### src/rtl/rob_ctrl_if.sv
// Bundle between rob_ctrl and its neighbours: dispatch, the ROB storage read/write ports and the register file.
// The master side is the controller; the slave side is the surrounding pipeline and storage.
interface rob_ctrl_if #(
  parameter int ROB_DEPTH = 32,
  parameter int DATA_W    = 32,
  parameter int REG_W     = 5
);
  localparam int ADDR_W = $clog2(ROB_DEPTH);

  // dispatch side
  logic              alloc_req;
  logic              alloc_ready;
  logic [ADDR_W-1:0] alloc_tag;

  // head read port
  logic [ADDR_W-1:0] head_addr;
  logic              head_done;
  logic              head_dst_en;
  logic [REG_W-1:0]  head_dst;
  logic [DATA_W-1:0] head_value;

  // control and status
  logic              flush;
  logic              busy;
  logic [ADDR_W:0]   count;

  // ROB clear port
  logic              clr_en;
  logic [ADDR_W-1:0] clr_addr;

  // register file write port
  logic              rf_wr_en;
  logic [REG_W-1:0]  rf_wr_addr;
  logic [DATA_W-1:0] rf_wr_data;

  modport master (
    input  alloc_req, head_done, head_dst_en, head_dst, head_value, flush,
    output alloc_ready, alloc_tag, head_addr, busy, count,
           clr_en, clr_addr, rf_wr_en, rf_wr_addr, rf_wr_data
  );

  modport slave (
    output alloc_req, head_done, head_dst_en, head_dst, head_value, flush,
    input  alloc_ready, alloc_tag, head_addr, busy, count,
           clr_en, clr_addr, rf_wr_en, rf_wr_addr, rf_wr_data
  );
endinterface

### src/rtl/rob_ctrl.sv
// Reorder-buffer pointer/control: in-order tag allocation at the tail, in-order retire at the head,
// and a one-entry-per-cycle clearing sweep on flush. No entry payload is stored here.
module rob_ctrl #(
  parameter int ROB_DEPTH = 32,
  parameter int DATA_W    = 32,
  parameter int REG_W     = 5
) (
  input  logic          clk,
  input  logic          rst,
  rob_ctrl_if.master    bus
);
  localparam int ADDR_W = $clog2(ROB_DEPTH);
  localparam logic [ADDR_W:0]   DEPTH_CNT = (ADDR_W+1)'(ROB_DEPTH);
  localparam logic [ADDR_W-1:0] LAST_IDX  = ADDR_W'(ROB_DEPTH - 1);

  typedef enum logic {
    RUN   = 1'b0,
    FLUSH = 1'b1
  } state_t;

  state_t            state_q;
  logic [ADDR_W-1:0] head_q;
  logic [ADDR_W-1:0] tail_q;
  logic [ADDR_W:0]   count_q;
  logic [ADDR_W-1:0] idx_q;
  logic              busy_q;
  logic              clr_en_q;
  logic [ADDR_W-1:0] clr_addr_q;
  logic              rf_wr_en_q;
  logic [REG_W-1:0]  rf_wr_addr_q;
  logic [DATA_W-1:0] rf_wr_data_q;

  logic              alloc_ready_d;
  logic              alloc_fire_d;
  logic              retire_d;
  logic [ADDR_W-1:0] head_d;
  logic [ADDR_W-1:0] tail_d;
  logic [ADDR_W:0]   count_d;

  // Readiness looks only at the current count, so a same-cycle retire never
  // frees the slot for the allocation happening alongside it.
  always_comb begin
    alloc_ready_d = (state_q == RUN) && (count_q < DEPTH_CNT) && !bus.flush;
    alloc_fire_d  = bus.alloc_req && alloc_ready_d;
    retire_d      = (state_q == RUN) && !bus.flush && (count_q != '0) && bus.head_done;

    head_d  = retire_d     ? head_q + ADDR_W'(1) : head_q;
    tail_d  = alloc_fire_d ? tail_q + ADDR_W'(1) : tail_q;
    count_d = count_q;
    if (alloc_fire_d && !retire_d) begin
      count_d = count_q + (ADDR_W+1)'(1);
    end else if (retire_d && !alloc_fire_d) begin
      count_d = count_q - (ADDR_W+1)'(1);
    end
  end

  always_ff @(posedge clk) begin
    if (!rst) begin
      state_q      <= RUN;
      head_q       <= '0;
      tail_q       <= '0;
      count_q      <= '0;
      idx_q        <= '0;
      busy_q       <= 1'b0;
      clr_en_q     <= 1'b0;
      clr_addr_q   <= '0;
      rf_wr_en_q   <= 1'b0;
      rf_wr_addr_q <= '0;
      rf_wr_data_q <= '0;
    end else begin
      unique case (state_q)
        RUN: begin
          if (bus.flush) begin
            state_q    <= FLUSH;
            idx_q      <= '0;
            busy_q     <= 1'b1;
            clr_en_q   <= 1'b1;
            clr_addr_q <= '0;
            rf_wr_en_q <= 1'b0;
          end else begin
            head_q     <= head_d;
            tail_q     <= tail_d;
            count_q    <= count_d;
            clr_en_q   <= retire_d;
            rf_wr_en_q <= retire_d && bus.head_dst_en && (bus.head_dst != '0);
            if (retire_d) begin
              clr_addr_q   <= head_q;
              rf_wr_addr_q <= bus.head_dst;
              rf_wr_data_q <= bus.head_value;
            end
          end
        end

        FLUSH: begin
          rf_wr_en_q <= 1'b0;
          if (idx_q == LAST_IDX) begin
            state_q  <= RUN;
            busy_q   <= 1'b0;
            clr_en_q <= 1'b0;
            head_q   <= '0;
            tail_q   <= '0;
            count_q  <= '0;
          end else begin
            idx_q      <= idx_q + ADDR_W'(1);
            clr_en_q   <= 1'b1;
            clr_addr_q <= idx_q + ADDR_W'(1);
          end
        end

        default: state_q <= RUN;
      endcase
    end
  end

  assign bus.alloc_ready = alloc_ready_d;
  assign bus.alloc_tag   = tail_q;
  assign bus.head_addr   = head_q;
  assign bus.busy        = busy_q;
  assign bus.count       = count_q;
  assign bus.clr_en      = clr_en_q;
  assign bus.clr_addr    = clr_addr_q;
  assign bus.rf_wr_en    = rf_wr_en_q;
  assign bus.rf_wr_addr  = rf_wr_addr_q;
  assign bus.rf_wr_data  = rf_wr_data_q;
endmodule

### src/flat_wrapper.sv
// flat-port wrapper written by rule: the top's interface ports become plain ports
module rob_ctrl_flat 
#(
  parameter int ROB_DEPTH = 32,
  parameter int DATA_W    = 32,
  parameter int REG_W     = 5
)
  (clk, rst, bus_alloc_req, bus_head_done, bus_head_dst_en, bus_head_dst, bus_head_value, bus_flush, bus_alloc_ready, bus_alloc_tag, bus_head_addr, bus_busy, bus_count, bus_clr_en, bus_clr_addr, bus_rf_wr_en, bus_rf_wr_addr, bus_rf_wr_data);
  rob_ctrl_if #(.ROB_DEPTH(ROB_DEPTH), .DATA_W(DATA_W), .REG_W(REG_W)) bus_i ();
  input  logic clk;
  input  logic rst;
  input wire logic [$bits(bus_i.alloc_req)-1:0] bus_alloc_req;
  input wire logic [$bits(bus_i.head_done)-1:0] bus_head_done;
  input wire logic [$bits(bus_i.head_dst_en)-1:0] bus_head_dst_en;
  input wire logic [$bits(bus_i.head_dst)-1:0] bus_head_dst;
  input wire logic [$bits(bus_i.head_value)-1:0] bus_head_value;
  input wire logic [$bits(bus_i.flush)-1:0] bus_flush;
  output wire logic [$bits(bus_i.alloc_ready)-1:0] bus_alloc_ready;
  output wire logic [$bits(bus_i.alloc_tag)-1:0] bus_alloc_tag;
  output wire logic [$bits(bus_i.head_addr)-1:0] bus_head_addr;
  output wire logic [$bits(bus_i.busy)-1:0] bus_busy;
  output wire logic [$bits(bus_i.count)-1:0] bus_count;
  output wire logic [$bits(bus_i.clr_en)-1:0] bus_clr_en;
  output wire logic [$bits(bus_i.clr_addr)-1:0] bus_clr_addr;
  output wire logic [$bits(bus_i.rf_wr_en)-1:0] bus_rf_wr_en;
  output wire logic [$bits(bus_i.rf_wr_addr)-1:0] bus_rf_wr_addr;
  output wire logic [$bits(bus_i.rf_wr_data)-1:0] bus_rf_wr_data;
  assign bus_i.alloc_req = bus_alloc_req;
  assign bus_i.head_done = bus_head_done;
  assign bus_i.head_dst_en = bus_head_dst_en;
  assign bus_i.head_dst = bus_head_dst;
  assign bus_i.head_value = bus_head_value;
  assign bus_i.flush = bus_flush;
  assign bus_alloc_ready = bus_i.alloc_ready;
  assign bus_alloc_tag = bus_i.alloc_tag;
  assign bus_head_addr = bus_i.head_addr;
  assign bus_busy = bus_i.busy;
  assign bus_count = bus_i.count;
  assign bus_clr_en = bus_i.clr_en;
  assign bus_clr_addr = bus_i.clr_addr;
  assign bus_rf_wr_en = bus_i.rf_wr_en;
  assign bus_rf_wr_addr = bus_i.rf_wr_addr;
  assign bus_rf_wr_data = bus_i.rf_wr_data;
  rob_ctrl #(.ROB_DEPTH(ROB_DEPTH), .DATA_W(DATA_W), .REG_W(REG_W)) u_core (.clk(clk), .rst(rst), .bus(bus_i));
endmodule
### config.mk
export PLATFORM = sky130hd
export DESIGN_NAME = rob_ctrl_flat
export DESIGN_NICKNAME = d
export VERILOG_FILES = /design/src/rtl/rob_ctrl_if.sv /design/src/rtl/rob_ctrl.sv /design/src/flat_wrapper.sv
export SDC_FILE = /design/constraint.sdc
export NUM_CORES = 1
export LEC_CHECK = 0
export ABC_CLOCK_PERIOD_IN_PS = 3600
export BUFFER_PORTS_ARGS = -buffer_cell sky130_fd_sc_hd__buf_2
export CAP_MARGIN = 20
export CORE_MARGIN = 2
export CORE_UTILIZATION = 44
export DETAILED_ROUTE_END_ITERATION = 10
export PLACE_DENSITY = 0.75
export SYNTH_ARGS = -nofsm -noshare
export SYNTH_HDL_FRONTEND = slang
export SYNTH_SLANG_ARGS = --single-unit
### constraint.sdc
create_clock -name clk -period 3.6 [get_ports clk]
set_clock_uncertainty 0.05 [all_clocks]
set_input_delay 0.72 -clock clk [delete_from_list [all_inputs] [get_ports clk]]
set_output_delay 0.72 -clock clk [all_outputs]
set_load 0.005 [all_outputs]
# == Word level (Yosys, flattened, before mapping) ==
# Index checks and enable logic that the tools add are counted.
# totals
register_bits,67
latchBits,0
ramBits,0
mem_bits_ro,0
input_bits,43
output_inout_bits,62
wordCells,78
memories,0
# classes
addsub,5
mul,0
div_mod_pow,0
order_cmp,1
n_eq_ne,9
shift,0
mux,28
bitwise_logic,2
n_reduce_logical,22
# op_table
operator,count
2-to-1 mux 5 bit,9
case mux 5 bit (2 select lines),4
2-to-1 mux 6 bit,4
adder 5 x 1 -> 5 bit (second input constant),3
case mux 6 bit (2 select lines),1
AND reduction 3 bit,4
logical AND 1 bit,10
!= test 2 bit (second input constant),4
case mux 1 bit (2 select lines),4
adder 6 x 1 -> 6 bit (second input constant),1
less-than comparator 6 bit (second input constant),1
2-to-1 mux 1 bit,6
AND reduction 2 bit,3
nonzero test 6 bit,1
subtractor 6 x 1 -> 6 bit (second input constant),1
== test 5 bit (second input constant),1
nonzero test 5 bit,1
!= test 2 x 1 -> 1 bit (second input constant),2
zero test 1 bit,3
!= test 3 x 2 -> 1 bit (second input constant),1
!= test 3 bit (second input constant),1
inverter 1 bit,2

# == Depth between registers and ports, before layout ==
# depth
depth_word,10
ltp_mapped,12
depth_no_buf,10

# == Worst setup path after synthesis ==
# Ideal clock, no wire load.
# synth_path
path_kind,in2reg
from,input bus_flush
to,register u_core.count_q[5] (netlist: u_core.bus.count[5])
setup_time_ps,120
t_arrival_ps,3363
required_ps,3430
path_slack_ps,67
cell_stages,11
path_buffers,1
path_cell_list,or3b_4 -> a21oi_4 -> inv_2 -> buf_2 -> ha_1 -> inv_1 -> ha_1 -> and3_1 -> a2111oi_2 -> mux2_1 -> a211o_1
# synth_via
elab_chain_len,9
word_cells_on_any_way,16
classes_between,eq/ne (2); mux (3); reduce/logical (11)
# synth_lines
element,line,text
from (decl),flat_wrapper.sv:17,input wire logic [$bits(bus_i.flush)-1:0] bus_flush;
zero test 1 bit,"rob_ctrl.sv:43, rob_ctrl.sv:45",
logical AND 1 bit (3 in series),rob_ctrl.sv:45,retire_d = (state_q == RUN) && !bus.flush && (count_q != '0) && bus.head_done;
zero test 1 bit,rob_ctrl.sv:50,if (alloc_fire_d && !retire_d) begin
logical AND 1 bit,rob_ctrl.sv:50,
2-to-1 mux 6 bit,rob_ctrl.sv:50,
2-to-1 mux 6 bit,rob_ctrl.sv:73,if (bus.flush) begin
case mux 6 bit (2 select lines),rob_ctrl.sv:71,unique case (state_q)
to (signal assigned),rob_ctrl.sv:83,count_q <= count_d;
to (decl),rob_ctrl.sv:24,logic [ADDR_W:0] count_q;
# Several ways; a longest one is shown, not always the timed one. The select of a mux whose other input is x is not followed.
# A chain may end at the register's enable or synchronous reset.

# == Worst setup path after layout ==
# Ends and elaborated chain as after synthesis.

==> results_dict.tcl <==
set metrics [dict create \
    status "finished clean" \
    die-area_mm2 0.007260 \
    via_per_inst 5.098 \
    yosysUniqueCellTypes 47 \
    rrSetupSlack_ps 450 \
    seqCellArea_mm2 0.001341 \
    final_common_cell "buf_2" \
    portBuffers 104 \
    rr_endpoint "u_core.bus.count[5]" \
    clock.fmax_ghz 0.3104 \
    cp_top_family "compound AO/OA/AOI/OAI gates" \
    routabilityCongestion 0.8343 \
    vias 2697 \
    clkTransAtPathRegs_ps 70 \
    crit_arrival_ps 3390 \
    path_buf_inv 3 \
    antenna_found_initial 0 \
    leakage_nw 1.606 \
    min_delay_path_depth 2 \
    pwr_density_cell_mw_per_mm2 446.8 \
    dp_hpwl_um 5212 \
    cts_tree "yes" \
    route.detailed.drc 0 \
    h-tree-depth 3 \
    endpoint "u_core.bus.count[5]" \
    cts_resized 0 \
    finalSetupViolCount 0 \
    post_cts_buffers 0 \
    area_growth_pct 26.18 \
    n_antenna_cell 0 \
    grt_pass1_vias 2669 \
    fp.coreArea_mm2 0.006350 \
    cts.sinks 67 \
    nFillCells 596 \
    required_ps 3770 \
    grt_overflow_total 0 \
    syn-num-nets 398 \
    yosysSeqAreaShare_pct 46.23 \
    crit_chain "buf_2, or3b_4, a21oi_4, inv_2, ha_1, inv_1, ha_1, and3_1, a2111oi_2, mux2_1, a211o_1" \
    hold_class "flip-flop to flip-flop" \
    cp_common_cell "ha_1" \
    layout_common_cells "buf_2, nand2_1, dfxtp_1, a21oi_1, nor2_1" \
    clockBufferDepth 2 \
    maxSlewHeadroom_pct 68.80 \
    p_total_mw 1.636 \
    wl_um 7314 \
    r2r.worst_path.cells 10 \
    ir_drop_uv 330.0 \
    rows 29 \
    syn_inst 345 \
    cp_max_fo 5 \
    syn-mean-instance-area_um2 8.410 \
    slowest_stage "a2111oi_2" \
    syn-cell-area_mm2 0.002902 \
    fin_crit_sh_pct 89.49 \
    rsz0062_at_grt "no" \
    multi_input_area_mm2 0.001411 \
    first_iter_violations 93 \
    pin_count 105 \
    ys_ff_latch 67 \
    holdBufCountCts 0 \
    insertion_delay_ps 330 \
    dr.pass1.iters 4 \
    tns_ps 0 \
    cp-end-kind "flip-flop" \
    grt_pass1_wl_um 11900 \
    slew_viol_final 0 \
    path_depth 11 \
    grt_max_degree 41 \
    start_kind "input port" \
    cp_slowest_stage_delay_ps 500 \
    r2r-start "u_core.bus.count[5]" \
    ant_nets 0 \
    drive_above_1_share_pct 30.31 \
    num-nets-final 500 \
    hold_viol_final 0 \
    grt_usage_pct 20.34 \
    ys_warn_count 0 \
    cts_buffers 9 \
    start_util_pct 45.69 \
    die_x_um 85.21 \
    path_class "input port to flip-flop" \
    root_buffer "clkbuf_8" \
    die_h_um 85.21 \
    min_period_ps 3222 \
    tightest_slew_ps 467.7 \
    wl_per_cell_um 13.83 \
    drv_cap 0 \
    critPathLaunch "bus_flush" \
]
==> routing by layer <==
metal  wire length [um]  part of all wire (%)  GRT usage [%]
met5                  0                     0              0
met4                136                   1.9          10.68
met3                396                   5.4          5.642
met2               3555                    49          33.38
met1               3225                    44          24.21
==> layout make-up <==
| class | count | share of cell area, % |
|---|---|---|
| Tap cell | 77 | 2.632 |
| Sequential cell | 67 | 36.64 |
| Clock buffer | 10 | 3.486 |
| Multi-Input combinational cell | 247 | 38.55 |
| Clock inverter | 6 | 1.811 |
| Inverter | 10 | 1.025 |
| Timing Repair Buffer | 112 | 15.86 |
==> registers in the layout (all words and copies together), names as in the netlist <==
register and count:
u_core.bus.rf_wr_data 32, u_core.bus.count 6, u_core.bus.alloc_tag 5, u_core.bus.clr_addr 5, u_core.bus.head_addr 5, u_core.bus.rf_wr_addr 5
u_core.idx_q 5, u_core.bus.busy 1, u_core.bus.clr_en 1, u_core.bus.rf_wr_en 1, u_core.state_q 1
==> report_power, final <==
part           total, mW  internal (mW)  switching (mW)
combinational      0.229          0.101           0.128
sequential         0.795          0.772          0.0225
clock              0.612          0.321           0.291
==> cells in the mapped netlist (all sizes together) <==
| cell type | instances | area (um2) |
|---|---|---|
| a2bb2oi | 1 | 8.760 |
| a22oi | 3 | 22.52 |
| a31oi | 2 | 12.51 |
| nor2 | 21 | 78.83 |
| a21o | 1 | 7.510 |
| mux2 | 1 | 11.26 |
| o22ai | 1 | 6.260 |
| nand2b | 2 | 12.51 |
| or4b | 1 | 10.01 |
| buf | 12 | 77.57 |
| a21oi | 53 | 276.5 |
| nand4 | 2 | 12.51 |
| o31ai | 3 | 22.52 |
| clkinv | 1 | 3.750 |
| and2 | 3 | 18.77 |
| a211o | 1 | 8.760 |
| a2111oi | 1 | 15.01 |
| nand3 | 7 | 35.03 |
| nor3b | 4 | 30.03 |
| o21a | 3 | 22.52 |
| clkbuf | 9 | 33.78 |
| xnor2 | 4 | 35.03 |
| dfxtp | 67 | 1341 |
| nor2b | 2 | 12.51 |
| ha | 9 | 112.6 |
| a211oi | 7 | 72.57 |
| xor2 | 5 | 43.79 |
| o2111ai | 3 | 26.28 |
| nor3 | 10 | 50.05 |
| inv | 9 | 33.78 |
| fa | 1 | 20.02 |
| nor4 | 1 | 21.27 |
| or4 | 2 | 15.01 |
| and3 | 4 | 25.02 |
| nor4b | 1 | 15.01 |
| o21ai | 3 | 15.01 |
| nand2 | 81 | 304.0 |
| or3b | 1 | 11.26 |
| or3 | 1 | 6.260 |
| nand3b | 1 | 7.510 |
| or2 | 1 | 6.260 |
==> how the worst min path moves through the flow <==
stage | from | to | slack (ps)
final | u_core.bus.rf_wr_data[14] | u_core.bus.rf_wr_data[14] | 400
after global routing | u_core.bus.rf_wr_data[10] | u_core.bus.rf_wr_data[10] | 420
after global placement | u_core.bus.rf_wr_data[22] | u_core.bus.rf_wr_data[22] | 390
after detailed placement | u_core.bus.rf_wr_data[9] | u_core.bus.rf_wr_data[9] | 400
after floorplan | u_core.bus.rf_wr_addr[0] | u_core.bus.rf_wr_addr[0] | 400
after CTS | u_core.bus.rf_wr_data[9] | u_core.bus.rf_wr_data[9] | 410
==> metrics by stage <==
step	worst slack (ps)	cells	hold WS (ps)	instance area, um2	utilization, %
floorplan	67.36	345	402.7	2902	-
global placement	136.1	513	388.6	3467	54.60
detailed placement	60.03	513	395.9	3467	54.60
CTS	405.7	529	405.9	3661	57.66
global route	272.8	529	422.9	3661	57.66
finish	378.4	529	404.4	3661	57.66
==> worst reg2reg max path, stage by stage (launching register included) <==
cell and delay, ps:
dfxtp_1 400, nor4_4 470, a21oi_4 100, inv_2 70
ha_1 160, inv_1 110, ha_1 340, and3_1 210
a2111oi_2 500, mux2_1 370, a211o_1 260
==> logic make-up (layout without fill, tap and decap cells) <==
| logic type | count (synthesis) | in the layout | synth area share [%] |
|---|---|---|---|
| AND/OR/NAND/NOR | 145 | 145 | 23.16 |
| AO/OA/AOI/OAI | 82 | 82 | 17.81 |
| flip-flops | 67 | 67 | 46.23 |
| buffers and inverters | 31 | 138 | 5.131 |
| adder cells (fa/ha/maj) | 10 | 10 | 4.571 |
| XOR/XNOR | 9 | 9 | 2.716 |
| multiplexers | 1 | 1 | 0.3881 |
Note: power is estimated with default switching activity, not from simulation.
